`config.mk`:
```
export PLATFORM = sky130hd
export DESIGN_NAME = tick_pwm
export DESIGN_NICKNAME = d
export VERILOG_FILES = /design/src/rtl/tick_pwm.sv
export SDC_FILE = /design/constraint.sdc
export NUM_CORES = 1
export LEC_CHECK = 0
export ABC_AREA = 1
export BUFFER_PORTS_ARGS = -buffer_cell sky130_fd_sc_hd__buf_2
export CORE_MARGIN = 5
export CORE_UTILIZATION = 45
export DETAILED_ROUTE_END_ITERATION = 10
export PLACE_DENSITY = 0.68
export SLEW_MARGIN = 40
export SYNTH_ARGS = -nofsm -noshare
export SYNTH_HDL_FRONTEND = slang
export SYNTH_SLANG_ARGS = --single-unit
```
`constraint.sdc`:
```
create_clock -name clk -period 4 [get_ports clk]
set_input_delay 0 -clock clk [delete_from_list [all_inputs] [get_ports clk]]
set_output_delay 0 -clock clk [all_outputs]
set_load 0.03 [all_outputs]
```
`src/rtl/tick_pwm.sv`:
```
// Tick-driven PWM generator: period and duty counted in input ticks, with
// duty updates double-buffered so they only take effect at a period boundary.
module tick_pwm #(
    parameter int WIDTH  = 8,
    parameter int PERIOD = 10
) (
    input  logic             clk,
    input  logic             reset,
    input  logic             tick_in,
    input  logic [WIDTH-1:0] duty_in,
    input  logic             duty_wr,
    output logic             duty_ack,
    output logic             pending,
    output logic             pwm_out,
    output logic             period_start
);

    generate
        if (PERIOD < 2 || PERIOD > (2 ** WIDTH) - 1) begin : g_bad_period
            $error("tick_pwm: PERIOD must be within 2 .. 2**WIDTH-1");
        end
    endgenerate

    localparam logic [WIDTH-1:0] LAST = WIDTH'(PERIOD - 1);
    localparam logic [WIDTH-1:0] FULL = WIDTH'(PERIOD);

    // Any request at or above the period length saturates to 100% duty.
    function automatic logic [WIDTH-1:0] clamp(input logic [WIDTH-1:0] v);
        return (v >= FULL) ? FULL : v;
    endfunction

    logic [WIDTH-1:0] cnt;
    logic [WIDTH-1:0] duty_act;
    logic [WIDTH-1:0] duty_sh;
    logic             wrap;

    assign wrap = tick_in && (cnt == LAST);

    // duty_wr is a fire-and-forget strobe with no ready: every write is
    // accepted, the last one before a boundary wins, and duty_ack echoes
    // each accepted write exactly one cycle later.
    always_ff @(posedge clk) begin
        if (reset) begin
            cnt          <= '0;
            duty_act     <= '0;
            duty_sh      <= '0;
            pending      <= 1'b0;
            pwm_out      <= 1'b0;
            duty_ack     <= 1'b0;
            period_start <= 1'b0;
        end else begin
            pwm_out      <= (cnt < duty_act);
            duty_ack     <= duty_wr;
            period_start <= wrap;

            if (tick_in) begin
                cnt <= wrap ? '0 : cnt + WIDTH'(1);
            end

            if (duty_wr) begin
                duty_sh <= duty_in;
            end

            // A write landing on the boundary bypasses the shadow entirely.
            if (wrap) begin
                pending <= 1'b0;
                if (duty_wr) begin
                    duty_act <= clamp(duty_in);
                end else if (pending) begin
                    duty_act <= clamp(duty_sh);
                end
            end else if (duty_wr) begin
                pending <= 1'b1;
            end
        end
    end

endmodule

```
==> run_summary.xml, run 1 <==
<?xml version="1.0" encoding="UTF-8"?>
<metrics>
  <group name="drt">
    <metric name="routed_via_density" unit="">4.514</metric>
    <metric name="detailed_routing_iteration_count_for_the_pre_antenna_repair_pass" unit="">4</metric>
    <metric name="vias" unit="">1273</metric>
    <metric name="post-route-drc-count" unit="">0</metric>
    <metric name="wirelength" unit="um">2767</metric>
    <metric name="wl_per_cell" unit="um">9.812</metric>
    <metric name="drtAntennaViolNets" unit="">0</metric>
    <metric name="dr.first_iter.drc_count" unit="">60</metric>
  </group>
  <group name="grt">
    <metric name="grt_overflow_total" unit="">0</metric>
    <metric name="grt_total_usage" unit="">0.1503</metric>
    <metric name="grt_start_max_net_pins" unit="">16</metric>
    <metric name="via_count_of_the_first_global_routing_pass" unit="">1218</metric>
    <metric name="first_pass_grt_wire_length" unit="um">5112</metric>
    <metric name="antenna_found_initial" unit="">0</metric>
  </group>
  <group name="timing">
    <metric name="max_slew.worst_pin.slew" unit="ns">0.3111</metric>
    <metric name="slew_headroom" unit="">0.7904</metric>
    <metric name="period_needed" unit="ns">1.505</metric>
    <metric name="hold_viol_final" unit="">0</metric>
    <metric name="drv_slew" unit="">0</metric>
    <metric name="worst_clock_skew" unit="ns">0.003935</metric>
    <metric name="achievable-frequency" unit="GHz">0.6645</metric>
    <metric name="final.period_utilization" unit="">0.3762</metric>
    <metric name="setup-violations-final" unit="">0</metric>
    <metric name="fin_setup_tns" unit="ns">0</metric>
    <metric name="grt_setup_unrepaired" unit="">no</metric>
  </group>
  <group name="setup_path">
    <metric name="r2r_setup_slk" unit="ns">2.50</metric>
    <metric name="path_delay_family" unit="">simple AND/OR/NAND/NOR gates</metric>
    <metric name="number_of_cells_on_the_critical_path" unit="">9</metric>
    <metric name="worstSetupPathType" unit="">flop to flop</metric>
    <metric name="r2r-start" unit="">cnt[1]</metric>
    <metric name="critPathMaxStageDelay" unit="ns">0.42</metric>
    <metric name="worstPathCellList" unit="">inv_1, ha_1, inv_1, nor2_1, nand2_1, nor2_4, nor2_1, inv_1, nor3_2</metric>
    <metric name="crit_start" unit="">cnt[1]</metric>
    <metric name="worstSetupEndpoint" unit="">cnt[2]</metric>
    <metric name="worstSetupStartpointType" unit="">flop</metric>
    <metric name="critical_path.reg2reg.endpoint" unit="">cnt[2]</metric>
    <metric name="worstPathArrival" unit="ns">1.77</metric>
    <metric name="critical-path-slowest-cell" unit="">dfxtp_1</metric>
    <metric name="reg2reg_depth" unit="">9</metric>
    <metric name="critPathCaptureType" unit="">flop</metric>
    <metric name="critPathMaxFanout" unit="">4</metric>
    <metric name="cp.required" unit="ns">4.27</metric>
    <metric name="cp.buffers_inverters" unit="">3</metric>
    <metric name="critical-path-top-cell-by-count" unit="">inv_1</metric>
  </group>
  <group name="finish">
    <metric name="final_layout_fill_cell_count" unit="">326</metric>
    <metric name="layout.nets" unit="">261</metric>
    <metric name="drive_above_1_share" unit="">0.1092</metric>
    <metric name="flow.area_growth_from_synthesis" unit="%">16.30</metric>
    <metric name="insertedDiodeCount" unit="">0</metric>
  </group>
  <group name="synth">
    <metric name="synth_xor_xnor_area_share" unit="">0.006103</metric>
    <metric name="synth_top_cell_area_share" unit="">0.3906</metric>
    <metric name="synth_adder_area_share" unit="">0.07847</metric>
    <metric name="synth.top_cells.by_area" unit="">dfxtp_1, nand2_1, nor2_1, inv_1, ha_1</metric>
    <metric name="synthTopCellsByCount" unit="">nand2_1, nor2_1, inv_1</metric>
    <metric name="syn_area" unit="sq mm">0.001435</metric>
    <metric name="synth_area_per_cell" unit="sq um">6.738</metric>
    <metric name="yosys_warnings" unit="">0</metric>
    <metric name="postSynthRegisterBits" unit="">28</metric>
    <metric name="postSynth.asyncResetShare" unit="">0</metric>
    <metric name="netlist_instances" unit="">213</metric>
    <metric name="synthMostInstantiatedCell" unit="">nand2_1</metric>
    <metric name="postSynthNetCount" unit="">234</metric>
    <metric name="synth_compound_gate_area_share" unit="">0.07498</metric>
    <metric name="muxShareOfSynthArea" unit="">0</metric>
    <metric name="synthDominantAreaCellType" unit="">dfxtp_1</metric>
    <metric name="synth_enable_flop_cells" unit="">0</metric>
    <metric name="ys_dominant_reg_cell" unit="">dfxtp_1</metric>
    <metric name="synthSimpleGateAreaFrac" unit="">0.3496</metric>
    <metric name="synth_cell_types" unit="">26</metric>
    <metric name="synth_top_family_by_area" unit="">simple AND/OR/NAND/NOR gates</metric>
    <metric name="seq_area_frac_synth" unit="">0.3906</metric>
  </group>
  <group name="die">
    <metric name="io_pins" unit="">16</metric>
    <metric name="floorplan.initialDensity" unit="">0.4701</metric>
    <metric name="die-area" unit="sq mm">0.004418</metric>
    <metric name="floorplan.rows" unit="">20</metric>
    <metric name="chipWidth" unit="um">66.47</metric>
    <metric name="die-height" unit="um">66.47</metric>
    <metric name="core_area" unit="sq mm">0.003053</metric>
  </group>
  <group name="clocking">
    <metric name="cts-hold-fix-buffers" unit="">9</metric>
    <metric name="cts_htree_levels" unit="">1</metric>
    <metric name="clk_root_buffer_cell" unit="">clkbuf_4</metric>
    <metric name="cts_made_buffers" unit="">3</metric>
    <metric name="tritoncts" unit="">built</metric>
    <metric name="post_cts.repair.setup_buffers" unit="">0</metric>
    <metric name="worst_skew_pair.late_latency" unit="ns">0.32</metric>
    <metric name="ctsResizeCount" unit="">0</metric>
    <metric name="clkTransAtPathRegs" unit="ns">0.15</metric>
    <metric name="cts_max_path_bufs" unit="">2</metric>
    <metric name="clock_sinks" unit="">28</metric>
  </group>
  <group name="power">
    <metric name="power.ir.vdd_worst" unit="V">0.0001603</metric>
    <metric name="p_per_area" unit="mW/mm^2">280.0</metric>
    <metric name="power" unit="uW">467.4</metric>
    <metric name="static-leakage-power" unit="nW">0.8185</metric>
  </group>
  <group name="placed_design">
    <metric name="hpwl" unit="um">2080</metric>
    <metric name="final_weighted_congestion_in_routability_driven_placement" unit="">0.8102</metric>
    <metric name="io_buffers" unit="">15</metric>
  </group>
  <group name="min_path">
    <metric name="timing.hold.worst.class" unit="">input port to flop</metric>
  </group>
  <group name="status">
    <metric name="run_status" unit="">finished clean</metric>
  </group>
  <group name="run">
    <metric name="maxCapViolations" unit="">0</metric>
  </group>
</metrics>
-- state kept, by name, indices dropped and copies added, names as in the netlist --
signal        count
period_start      1
cnt               8
pwm_out           1
duty_act          8
pending           1
duty_ack          1
duty_sh           8
-- where the power goes --
part / internal [mW] / switching [mW] / leakage [nW]
Clock: 0.0353 / 0.0801 / 0.0138
Combinational: 0.0243 / 0.0359 / 0.577
Sequential: 0.287 / 0.00475 / 0.228
-- cell usage in the layout (no fill, tap or decap), types with 2 or more instances in the layout --
cell,count
a21oi_1,12
buf_2,15
clkbuf_4,3
clkinv_1,2
dfxtp_1,28
dlygate4sd3_1,9
ha_1,9
inv_1,33
nand2_1,58
nand3_1,13
nor2_1,35
nor2_4,2
o21ai_0,5
-- how the worst min path moves through the flow --
| stage | start | to | slack (ns) | depth (start not counted) |
|---|---|---|---|---|
| 4_1_cts | duty_wr | duty_sh[4] | 0.003 | 3 |
| 6_report | duty_in[0] | duty_sh[0] | 0.01 | 5 |
| 2_1_floorplan | reset | duty_ack | 0.08 | 1 |
| 5_1_grt | duty_wr | duty_sh[4] | 0.04 | 3 |
| 3_3_place_gp | duty_in[3] | duty_sh[3] | 0.24 | 3 |
| 3_5_place_dp | duty_in[3] | duty_sh[3] | 0.24 | 3 |
-- kinds of logic (layout without fill, tap and decap cells) --
group           after synthesis  count (layout)
simple gates                117             117
xor+xnor                      1               1
fa+ha+maj                     9               9
buf+inv                      38              63
flops                        28              28
compound gates               20              20
-- per-layer routing --
layer  vias to the layer above  track usage  part of all wire
met5                         -            0                 0
met4                         0      0.05330            0.0072
met3                         2      0.02530             0.025
met2                         9       0.2714              0.49
met1                       559       0.1767              0.48
li1                        703            -                 -
-- tightest hold or removal path: cells and delay by family --
family / cells / cell delay [ns]
buffers and inverters: 2 / 0.14
AND/OR/NAND/NOR: 3 / 0.16
-- cell type report --
type,count,area [sq um],area share
multi-input combinational,147,730.7,0.4378
sequential,28,560.5,0.3358
timing repair buffer,24,165.2,0.09895
inverter,36,135.1,0.08096
tap,44,55.05,0.03298
clock buffer,3,22.52,0.01349
-- metrics by stage --
| stage | area, sq um | std cells | hold WS [ns] | util | worst slack, ns |
|---|---|---|---|---|---|
| 6_report | 1669 | 282 | 0.009709 | 0.5467 | 2.495 |
| 5_1_grt | 1669 | 282 | 0.03679 | 0.5467 | 2.358 |
| 4_1_cts | 1669 | 282 | 0.002912 | 0.5467 | 2.501 |
| 3_5_place_dp | 1556 | 270 | 0.2412 | 0.5098 | 2.527 |
| 3_3_place_gp | 1556 | 270 | 0.2397 | 0.5098 | 2.570 |
| 2_1_floorplan | 1435 | 213 | 0.08412 | - | 2.734 |
Power figures use the tool's default switching activity.
==> inputs of run 2 (changes only) <==
--- a/config.mk
+++ b/config.mk
@@ -5,7 +5,7 @@
 export SDC_FILE = /design/constraint.sdc
 export NUM_CORES = 1
 export LEC_CHECK = 0
-export ABC_AREA = 1
+export ABC_AREA = 0
 export BUFFER_PORTS_ARGS = -buffer_cell sky130_fd_sc_hd__buf_2
 export CORE_MARGIN = 5
 export CORE_UTILIZATION = 45
==> constraint.sdc (replaced) <==
create_clock -name clk -period 1.4 [get_ports clk]
set_input_delay 0 -clock clk [delete_from_list [all_inputs] [get_ports clk]]
set_output_delay 0 -clock clk [all_outputs]
set_load 0.03 [all_outputs]
==> run 2 against run 1 <==
Synthesized cell count is 34% lower. Area after synthesis is 9.5% lower. Design area is 13% higher. The run now ends with negative setup slack left. Critical endpoint is now duty_act[1]. Fmax is 9.9% lower. Largest power group unchanged. Sequential cell count stayed put. Sequential share of layout area is 3.6 points lower. Register-to-register slack worse by 2.8 ns. Highest routed layer unchanged.
==> run_summary.xml, run 2 <==
<?xml version="1.0" encoding="UTF-8"?>
<metrics>
  <group name="status">
    <metric name="run_status" unit="">finished, violations left</metric>
    <metric name="violations" unit="">negative setup slack</metric>
  </group>
  <group name="finish">
    <metric name="stdcell_area" unit="sq mm">0.001889</metric>
    <metric name="drive_above_1_share" unit="">0.3476</metric>
    <metric name="insertedDiodeCount" unit="">0</metric>
    <metric name="layout_top_registers" unit="">cnt x8, duty_act x8, duty_sh x8</metric>
    <metric name="layout.nets" unit="">209</metric>
    <metric name="mostFrequentLayoutCells" unit="">nor2_1, dfxtp_1, buf_4, buf_2, dlygate4sd3_1</metric>
    <metric name="layoutNonFillerInstCount" unit="">218</metric>
    <metric name="flow.area_growth_from_synthesis" unit="%">45.47</metric>
    <metric name="final_util" unit="">0.6851</metric>
  </group>
  <group name="min_path">
    <metric name="timing.hold.worst.class" unit="">input port to flop</metric>
    <metric name="hold_start" unit="">duty_wr</metric>
  </group>
  <group name="clocking">
    <metric name="tritoncts" unit="">built</metric>
    <metric name="cts_htree_levels" unit="">1</metric>
    <metric name="clock_sinks" unit="">28</metric>
    <metric name="cts_made_buffers" unit="">3</metric>
    <metric name="cts_max_path_bufs" unit="">2</metric>
    <metric name="clkTransAtPathRegs" unit="ns">0.16</metric>
    <metric name="worst_skew_pair.late_latency" unit="ns">0.34</metric>
    <metric name="clk_root_buffer_cell" unit="">clkbuf_4</metric>
  </group>
  <group name="grt">
    <metric name="first_pass_grt_wire_length" unit="um">5658</metric>
    <metric name="grt_overflow_total" unit="">0</metric>
    <metric name="grt_start_max_net_pins" unit="">17</metric>
    <metric name="antenna_found_initial" unit="">0</metric>
    <metric name="grt_total_usage" unit="">0.1754</metric>
    <metric name="via_count_of_the_first_global_routing_pass" unit="">1235</metric>
  </group>
  <group name="synth">
    <metric name="synthDominantAreaCellType" unit="">dfxtp_1</metric>
    <metric name="postSynthRegisterBits" unit="">28</metric>
    <metric name="synth_adder_area_share" unit="">0.08671</metric>
    <metric name="synth_xor_xnor_area_share" unit="">0.04721</metric>
    <metric name="synth.top_cells.by_area" unit="">dfxtp_1, ha_1, nor2_1, mux2i_1, xnor2_1</metric>
    <metric name="synth_compound_gate_area_share" unit="">0.08767</metric>
    <metric name="synthSimpleGateAreaFrac" unit="">0.2447</metric>
    <metric name="seq_area_frac_synth" unit="">0.4316</metric>
    <metric name="synth_top_cell_area_share" unit="">0.4316</metric>
    <metric name="synth_top_family_by_area" unit="">simple AND/OR/NAND/NOR gates</metric>
    <metric name="synth_area_per_cell" unit="sq um">9.277</metric>
    <metric name="postSynthNetCount" unit="">161</metric>
    <metric name="syn_area" unit="sq mm">0.001299</metric>
    <metric name="postSynth.asyncResetShare" unit="">0</metric>
    <metric name="netlist_instances" unit="">140</metric>
    <metric name="synthMostInstantiatedCell" unit="">dfxtp_1</metric>
    <metric name="synth_cell_types" unit="">37</metric>
    <metric name="muxShareOfSynthArea" unit="">0.06166</metric>
    <metric name="synthTopCellsByCount" unit="">dfxtp_1, nor2_1, ha_1</metric>
    <metric name="yosys_warnings" unit="">0</metric>
    <metric name="synth_enable_flop_cells" unit="">0</metric>
    <metric name="ys_dominant_reg_cell" unit="">dfxtp_1</metric>
  </group>
  <group name="placed_design">
    <metric name="final_weighted_congestion_in_routability_driven_placement" unit="">0.8640</metric>
    <metric name="placed_cells" unit="">197</metric>
    <metric name="io_buffers" unit="">15</metric>
    <metric name="instance_area_at_placement" unit="sq mm">0.001520</metric>
    <metric name="hpwl" unit="um">2089</metric>
  </group>
  <group name="setup_path">
    <metric name="critical-path-slowest-cell" unit="">or4_4</metric>
    <metric name="worstSetupEndpoint" unit="">duty_act[1]</metric>
    <metric name="r2r-start" unit="">cnt[6]</metric>
    <metric name="critPathCaptureType" unit="">flop</metric>
    <metric name="r2r_setup_slk" unit="ns">-0.27</metric>
    <metric name="critPathMaxStageDelay" unit="ns">0.56</metric>
    <metric name="critPathMaxFanout" unit="">2</metric>
    <metric name="cp.required" unit="ns">1.68</metric>
    <metric name="worstPathArrival" unit="ns">1.95</metric>
    <metric name="critical_path.reg2reg.endpoint" unit="">duty_act[1]</metric>
    <metric name="reg2reg_depth" unit="">4</metric>
    <metric name="worstSetupPathType" unit="">flop to flop</metric>
    <metric name="crit_start" unit="">cnt[6]</metric>
    <metric name="worstSetupStartpointType" unit="">flop</metric>
    <metric name="worstPathCellList" unit="">or4_4, nor3_4, or4b_4, o31ai_4</metric>
  </group>
  <group name="die">
    <metric name="die-height" unit="um">63.72</metric>
    <metric name="floorplan.initialDensity" unit="">0.4710</metric>
    <metric name="core_area" unit="sq mm">0.002758</metric>
    <metric name="die-area" unit="sq mm">0.004060</metric>
    <metric name="chipWidth" unit="um">63.72</metric>
    <metric name="floorplan.rows" unit="">19</metric>
    <metric name="io_pins" unit="">16</metric>
  </group>
  <group name="power">
    <metric name="p_per_area" unit="mW/mm^2">861.5</metric>
    <metric name="power.ir.vdd_worst" unit="V">0.0007273</metric>
    <metric name="static-leakage-power" unit="nW">0.7632</metric>
  </group>
  <group name="timing">
    <metric name="grt_setup_unrepaired" unit="">yes</metric>
    <metric name="period_needed" unit="ns">1.671</metric>
    <metric name="hold-worst-slack" unit="ns">0.1159</metric>
    <metric name="final.period_utilization" unit="">1.194</metric>
    <metric name="hold_viol_final" unit="">0</metric>
    <metric name="slew_headroom" unit="">0.7014</metric>
    <metric name="worst_clock_skew" unit="ns">0.002575</metric>
    <metric name="achievable-frequency" unit="GHz">0.5984</metric>
    <metric name="setup-violations-final" unit="">9</metric>
    <metric name="setup_slack" unit="ns">-0.2712</metric>
    <metric name="fin_setup_tns" unit="ns">-0.9415</metric>
    <metric name="drv_slew" unit="">0</metric>
    <metric name="max_slew.worst_pin.slew" unit="ns">0.4437</metric>
  </group>
  <group name="drt">
    <metric name="dr.first_iter.drc_count" unit="">29</metric>
    <metric name="drtAntennaViolNets" unit="">0</metric>
    <metric name="post-route-drc-count" unit="">0</metric>
    <metric name="routed_via_density" unit="">5.376</metric>
    <metric name="vias" unit="">1172</metric>
    <metric name="wirelength" unit="um">3332</metric>
    <metric name="detailed_routing_iteration_count_for_the_pre_antenna_repair_pass" unit="">4</metric>
    <metric name="wl_per_cell" unit="um">15.28</metric>
  </group>
  <group name="run">
    <metric name="maxCapViolations" unit="">0</metric>
  </group>
</metrics>
==> run 2: changes by cell type in the layout (fill, tap and decap cells not counted), moves of 8 or more <==
cell / before / now
inv_1: 33 / 7
nor2_1: 35 / 23
nand3_1: 13 / 1
mux2i_1: 0 / 8
buf_4: 0 / 16
a21oi_1: 12 / 3
nand2_1: 58 / 5
==> run 2: per-layer routing <==
layer | vias to the layer above | routed length [um] | GRT usage
met4 | 0 | 64 | 0.08571
met5 | - | 0 | 0
met3 | 7 | 107 | 0.03197
met2 | 20 | 1622 | 0.2970
li1 | 589 | - | -
met1 | 556 | 1537 | 0.2117
==> run 2: critical path, delay by kind of cell (launching register included) <==
kind            cells  cell delay, ns
compound gates      1            0.06
flops               1            0.36
simple gates        3            1.18
==> run 2: cells by family after synthesis <==
group / count (synthesis)
simple gates: 57
flops: 28
compound gates: 17
buf+inv: 14
fa+ha+maj: 9
mux: 8
xor+xnor: 7
==> run 2: cell type report <==
| type | instances | area (sq um) |
|---|---|---|
| clock inverter | 1 | 30.03 |
| fill | 193 | 868.3 |
| sequential | 28 | 566.8 |
| multi-input combinational | 98 | 820.8 |
| tap | 31 | 38.79 |
| clock buffer | 3 | 22.52 |
| inverter | 8 | 30.03 |
| timing repair buffer | 49 | 380.4 |
==> run 2: how the worst min path moves through the flow <==
stage / endpoint / slack, ns / cells after the start
floorplan: duty_sh[0] / 0.15 / 2
global placement: duty_sh[5] / 0.25 / 3
detailed placement: duty_sh[0] / 0.26 / 3
CTS: duty_act[0] / 0.12 / 3
global route: duty_act[0] / 0.16 / 3
finish: duty_act[0] / 0.12 / 3
==> run 2: power breakdown <==
| part | total, mW | switching [mW] | internal [mW] | leakage, nW |
|---|---|---|---|---|
| Combinational | 0.235 | 0.108 | 0.126 | 0.505 |
| Clock | 0.550 | 0.259 | 0.290 | 0.0279 |
| Sequential | 0.843 | 0.0196 | 0.824 | 0.230 |
| Total | 1.63 | 0.387 | 1.24 | 0.763 |
==> run 2: metrics by stage <==
stage	setup slack (ns)	total power, mW
after detailed placement	-0.2857	1.027
after CTS	-0.2382	1.615
after floorplan	-0.3806	0.9517
final	-0.2712	1.628
after global routing	-0.3039	1.678
after global placement	-0.2167	1.021
==> run 2: what timing repair did <==
| action | 4_1_cts | 5_1_grt |
|---|---|---|
| gates resized for setup | 20 | 12 |
| pin swaps | 4 | 5 |
| setup buffers | 5 | 2 |
| setup endpoints to repair | 16 | 18 |
| gates cloned | 0 | 0 |
| hold endpoints to repair | 12 | 0 |
| hold buffers | 14 | 0 |
==> inputs of run 3 (changes only) <==
==> constraint.sdc (replaced) <==
create_clock -name clk -period 1.7 [get_ports clk]
set_input_delay 0 -clock clk [delete_from_list [all_inputs] [get_ports clk]]
set_output_delay 0 -clock clk [all_outputs]
set_load 0.03 [all_outputs]
==> run 3 against run 2 <==
The flow now finishes without violations. Non-clock buffer count shrank 18. Clock power is 41% lower. Sequential share of layout area increased by 5.7 points. Die area stayed put. Critical path depth stayed put. Hold slack worse by 0.054 ns. Setup slack better by 0.34 ns. Fmax increased by 2.7%. Cell count fell by 8.3%. Routed wire length shrank 19%. Power fell by 29%. Combinational power is 42% lower.
==> run_summary.xml, run 3 (same netlist as run 2, synthesis figures left out) <==
<?xml version="1.0" encoding="UTF-8"?>
<metrics>
  <group name="timing">
    <metric name="final.period_utilization" unit="">0.9570</metric>
    <metric name="worst_clock_skew" unit="ns">0.006897</metric>
    <metric name="setup-violations-final" unit="">0</metric>
    <metric name="drv_slew" unit="">0</metric>
    <metric name="max_slew.worst_pin.slew" unit="ns">0.5038</metric>
    <metric name="hold_viol_final" unit="">0</metric>
    <metric name="period_needed" unit="ns">1.627</metric>
    <metric name="achievable-frequency" unit="GHz">0.6147</metric>
    <metric name="fin_setup_tns" unit="ns">0</metric>
    <metric name="slew_headroom" unit="">0.6611</metric>
  </group>
  <group name="setup_path">
    <metric name="critPathMaxFanout" unit="">2</metric>
    <metric name="cp.required" unit="ns">1.95</metric>
    <metric name="r2r_setup_slk" unit="ns">0.07</metric>
    <metric name="critPathCaptureType" unit="">flop</metric>
    <metric name="worstSetupStartpointType" unit="">flop</metric>
    <metric name="worstSetupPathType" unit="">flop to flop</metric>
    <metric name="worstPathArrival" unit="ns">1.88</metric>
  </group>
  <group name="placed_design">
    <metric name="hpwl" unit="um">2007</metric>
    <metric name="placed_cells" unit="">187</metric>
    <metric name="io_buffers" unit="">15</metric>
    <metric name="instance_area_at_placement" unit="sq mm">0.001445</metric>
    <metric name="final_weighted_congestion_in_routability_driven_placement" unit="">0.8801</metric>
  </group>
  <group name="clocking">
    <metric name="cts_made_buffers" unit="">3</metric>
    <metric name="cts_htree_levels" unit="">1</metric>
    <metric name="clk_root_buffer_cell" unit="">clkbuf_4</metric>
    <metric name="cts_max_path_bufs" unit="">2</metric>
    <metric name="tritoncts" unit="">built</metric>
    <metric name="worst_skew_pair.late_latency" unit="ns">0.33</metric>
    <metric name="clkTransAtPathRegs" unit="ns">0.15</metric>
    <metric name="clock_sinks" unit="">28</metric>
  </group>
  <group name="min_path">
    <metric name="timing.hold.worst.class" unit="">input port to flop</metric>
  </group>
  <group name="grt">
    <metric name="grt_start_max_net_pins" unit="">23</metric>
    <metric name="via_count_of_the_first_global_routing_pass" unit="">1026</metric>
    <metric name="grt_overflow_total" unit="">0</metric>
    <metric name="first_pass_grt_wire_length" unit="um">4464</metric>
    <metric name="antenna_found_initial" unit="">0</metric>
    <metric name="grt_total_usage" unit="">0.1363</metric>
  </group>
  <group name="power">
    <metric name="p_per_area" unit="mW/mm^2">729.8</metric>
    <metric name="part_of_the_power_in_the_clock_network" unit="">0.281</metric>
    <metric name="intPower" unit="uW">874.4</metric>
    <metric name="power.switching" unit="uW">278.0</metric>
    <metric name="static-leakage-power" unit="nW">0.6346</metric>
    <metric name="share_seq_of_total_power" unit="">0.602</metric>
    <metric name="pwr-share-comb" unit="">0.118</metric>
    <metric name="power.ir.vdd_worst" unit="V">0.0005859</metric>
    <metric name="switching_share" unit="">0.2413</metric>
    <metric name="power" unit="mW">1.152</metric>
  </group>
  <group name="finish">
    <metric name="final_layout_fill_cell_count" unit="">248</metric>
    <metric name="layout_top_registers" unit="">cnt x8, duty_act x8, duty_sh x8</metric>
    <metric name="layoutNonFillerInstCount" unit="">200</metric>
    <metric name="drive_above_1_share" unit="">0.1953</metric>
    <metric name="flow.area_growth_from_synthesis" unit="%">21.58</metric>
    <metric name="stdcell_area" unit="sq mm">0.001579</metric>
    <metric name="final_common_cell" unit="">dfxtp_1</metric>
    <metric name="layout.nets" unit="">191</metric>
    <metric name="insertedDiodeCount" unit="">0</metric>
    <metric name="mostFrequentLayoutCells" unit="">dfxtp_1, nor2_1, buf_2, ha_1, dlygate4sd3_1</metric>
  </group>
  <group name="drt">
    <metric name="wl_per_cell" unit="um">13.44</metric>
    <metric name="dr.first_iter.drc_count" unit="">16</metric>
    <metric name="detailed_routing_iteration_count_for_the_pre_antenna_repair_pass" unit="">4</metric>
    <metric name="vias" unit="">1060</metric>
    <metric name="wirelength" unit="um">2688</metric>
    <metric name="routed_via_density" unit="">5.300</metric>
    <metric name="post-route-drc-count" unit="">0</metric>
    <metric name="drtAntennaViolNets" unit="">0</metric>
  </group>
  <group name="die">
    <metric name="core_area" unit="sq mm">0.002758</metric>
    <metric name="floorplan.initialDensity" unit="">0.4710</metric>
    <metric name="chipWidth" unit="um">63.72</metric>
    <metric name="floorplan.rows" unit="">19</metric>
    <metric name="die-area" unit="sq mm">0.004060</metric>
    <metric name="die-height" unit="um">63.72</metric>
    <metric name="io_pins" unit="">16</metric>
  </group>
  <group name="run">
    <metric name="maxCapViolations" unit="">0</metric>
  </group>
  <group name="status">
    <metric name="run_status" unit="">finished clean</metric>
  </group>
</metrics>
## run 3: cell types whose count changed in the layout (fill, tap and decap cells not counted), sizes merged
cell,previous run,this run
clkbuf,3,4
dlygate4sd3,14,9
buf,35,22
bufinv,1,0
## run 3: metrics by stage
stage	utilization	setup slack [ns]	hold WS, ns
final	0.5726	0.07314	0.06221
after floorplan	-	-0.08106	0.1472
after global placement	0.5240	0.07344	0.2568
after global routing	0.5726	-0.01447	0.06990
after CTS	0.5699	0.01589	0.05883
after detailed placement	0.5240	0.04988	0.2687
## run 3: final cells by class
class	instances	area, sq um	area share
Multi-Input combinational cell	98	691.9	0.4382
Sequential cell	28	564.3	0.3574
Timing Repair Buffer	31	217.7	0.1379
Tap cell	31	38.79	0.02456
Clock buffer	4	36.28	0.02298
Inverter	8	30.03	0.01902
## run 3: what timing repair did
action,in CTS,in global routing
buffers inserted,0,0
endpoints found under the setup margin,0,3
endpoints found under the hold margin,10,0
hold buffers,9,0
resized for setup,0,3
## run 3: critical path: stages (launching register included)
cell	delay, ns
dfxtp_2	0.35
or4_4	0.54
nor3_4	0.14
or4b_1	0.45
o31ai_1	0.07
## run 3: power by group through the flow
stage                     logic [mW]  clock network (mW)  registers [mW]
final                          0.136               0.323           0.693
after global routing           0.151               0.367           0.698
after CTS                      0.133               0.333           0.692
after detailed placement       0.118                   0           0.706
after global placement         0.114                   0           0.705
after floorplan               0.0707                   0           0.713
## run 3: path summary, 6_finish.rpt
check	start	end	cells past startpoint
setup / recovery	cnt[6]	duty_act[1]	4
hold / removal	reset	duty_sh[6]	2
setup reg to reg	cnt[6]	duty_act[1]	4
hold reg to reg	duty_act[4]	duty_act[4]	2
## run 3: metal layers
layer  vias up  GRT usage  wire, um  share of wire
met5         -          0         0              0
met4         0    0.05455        20         0.0074
met3         2    0.02309        95          0.035
met2        20     0.2475      1370           0.51
met1       488     0.1565      1202           0.45
li1        550          -         -              -
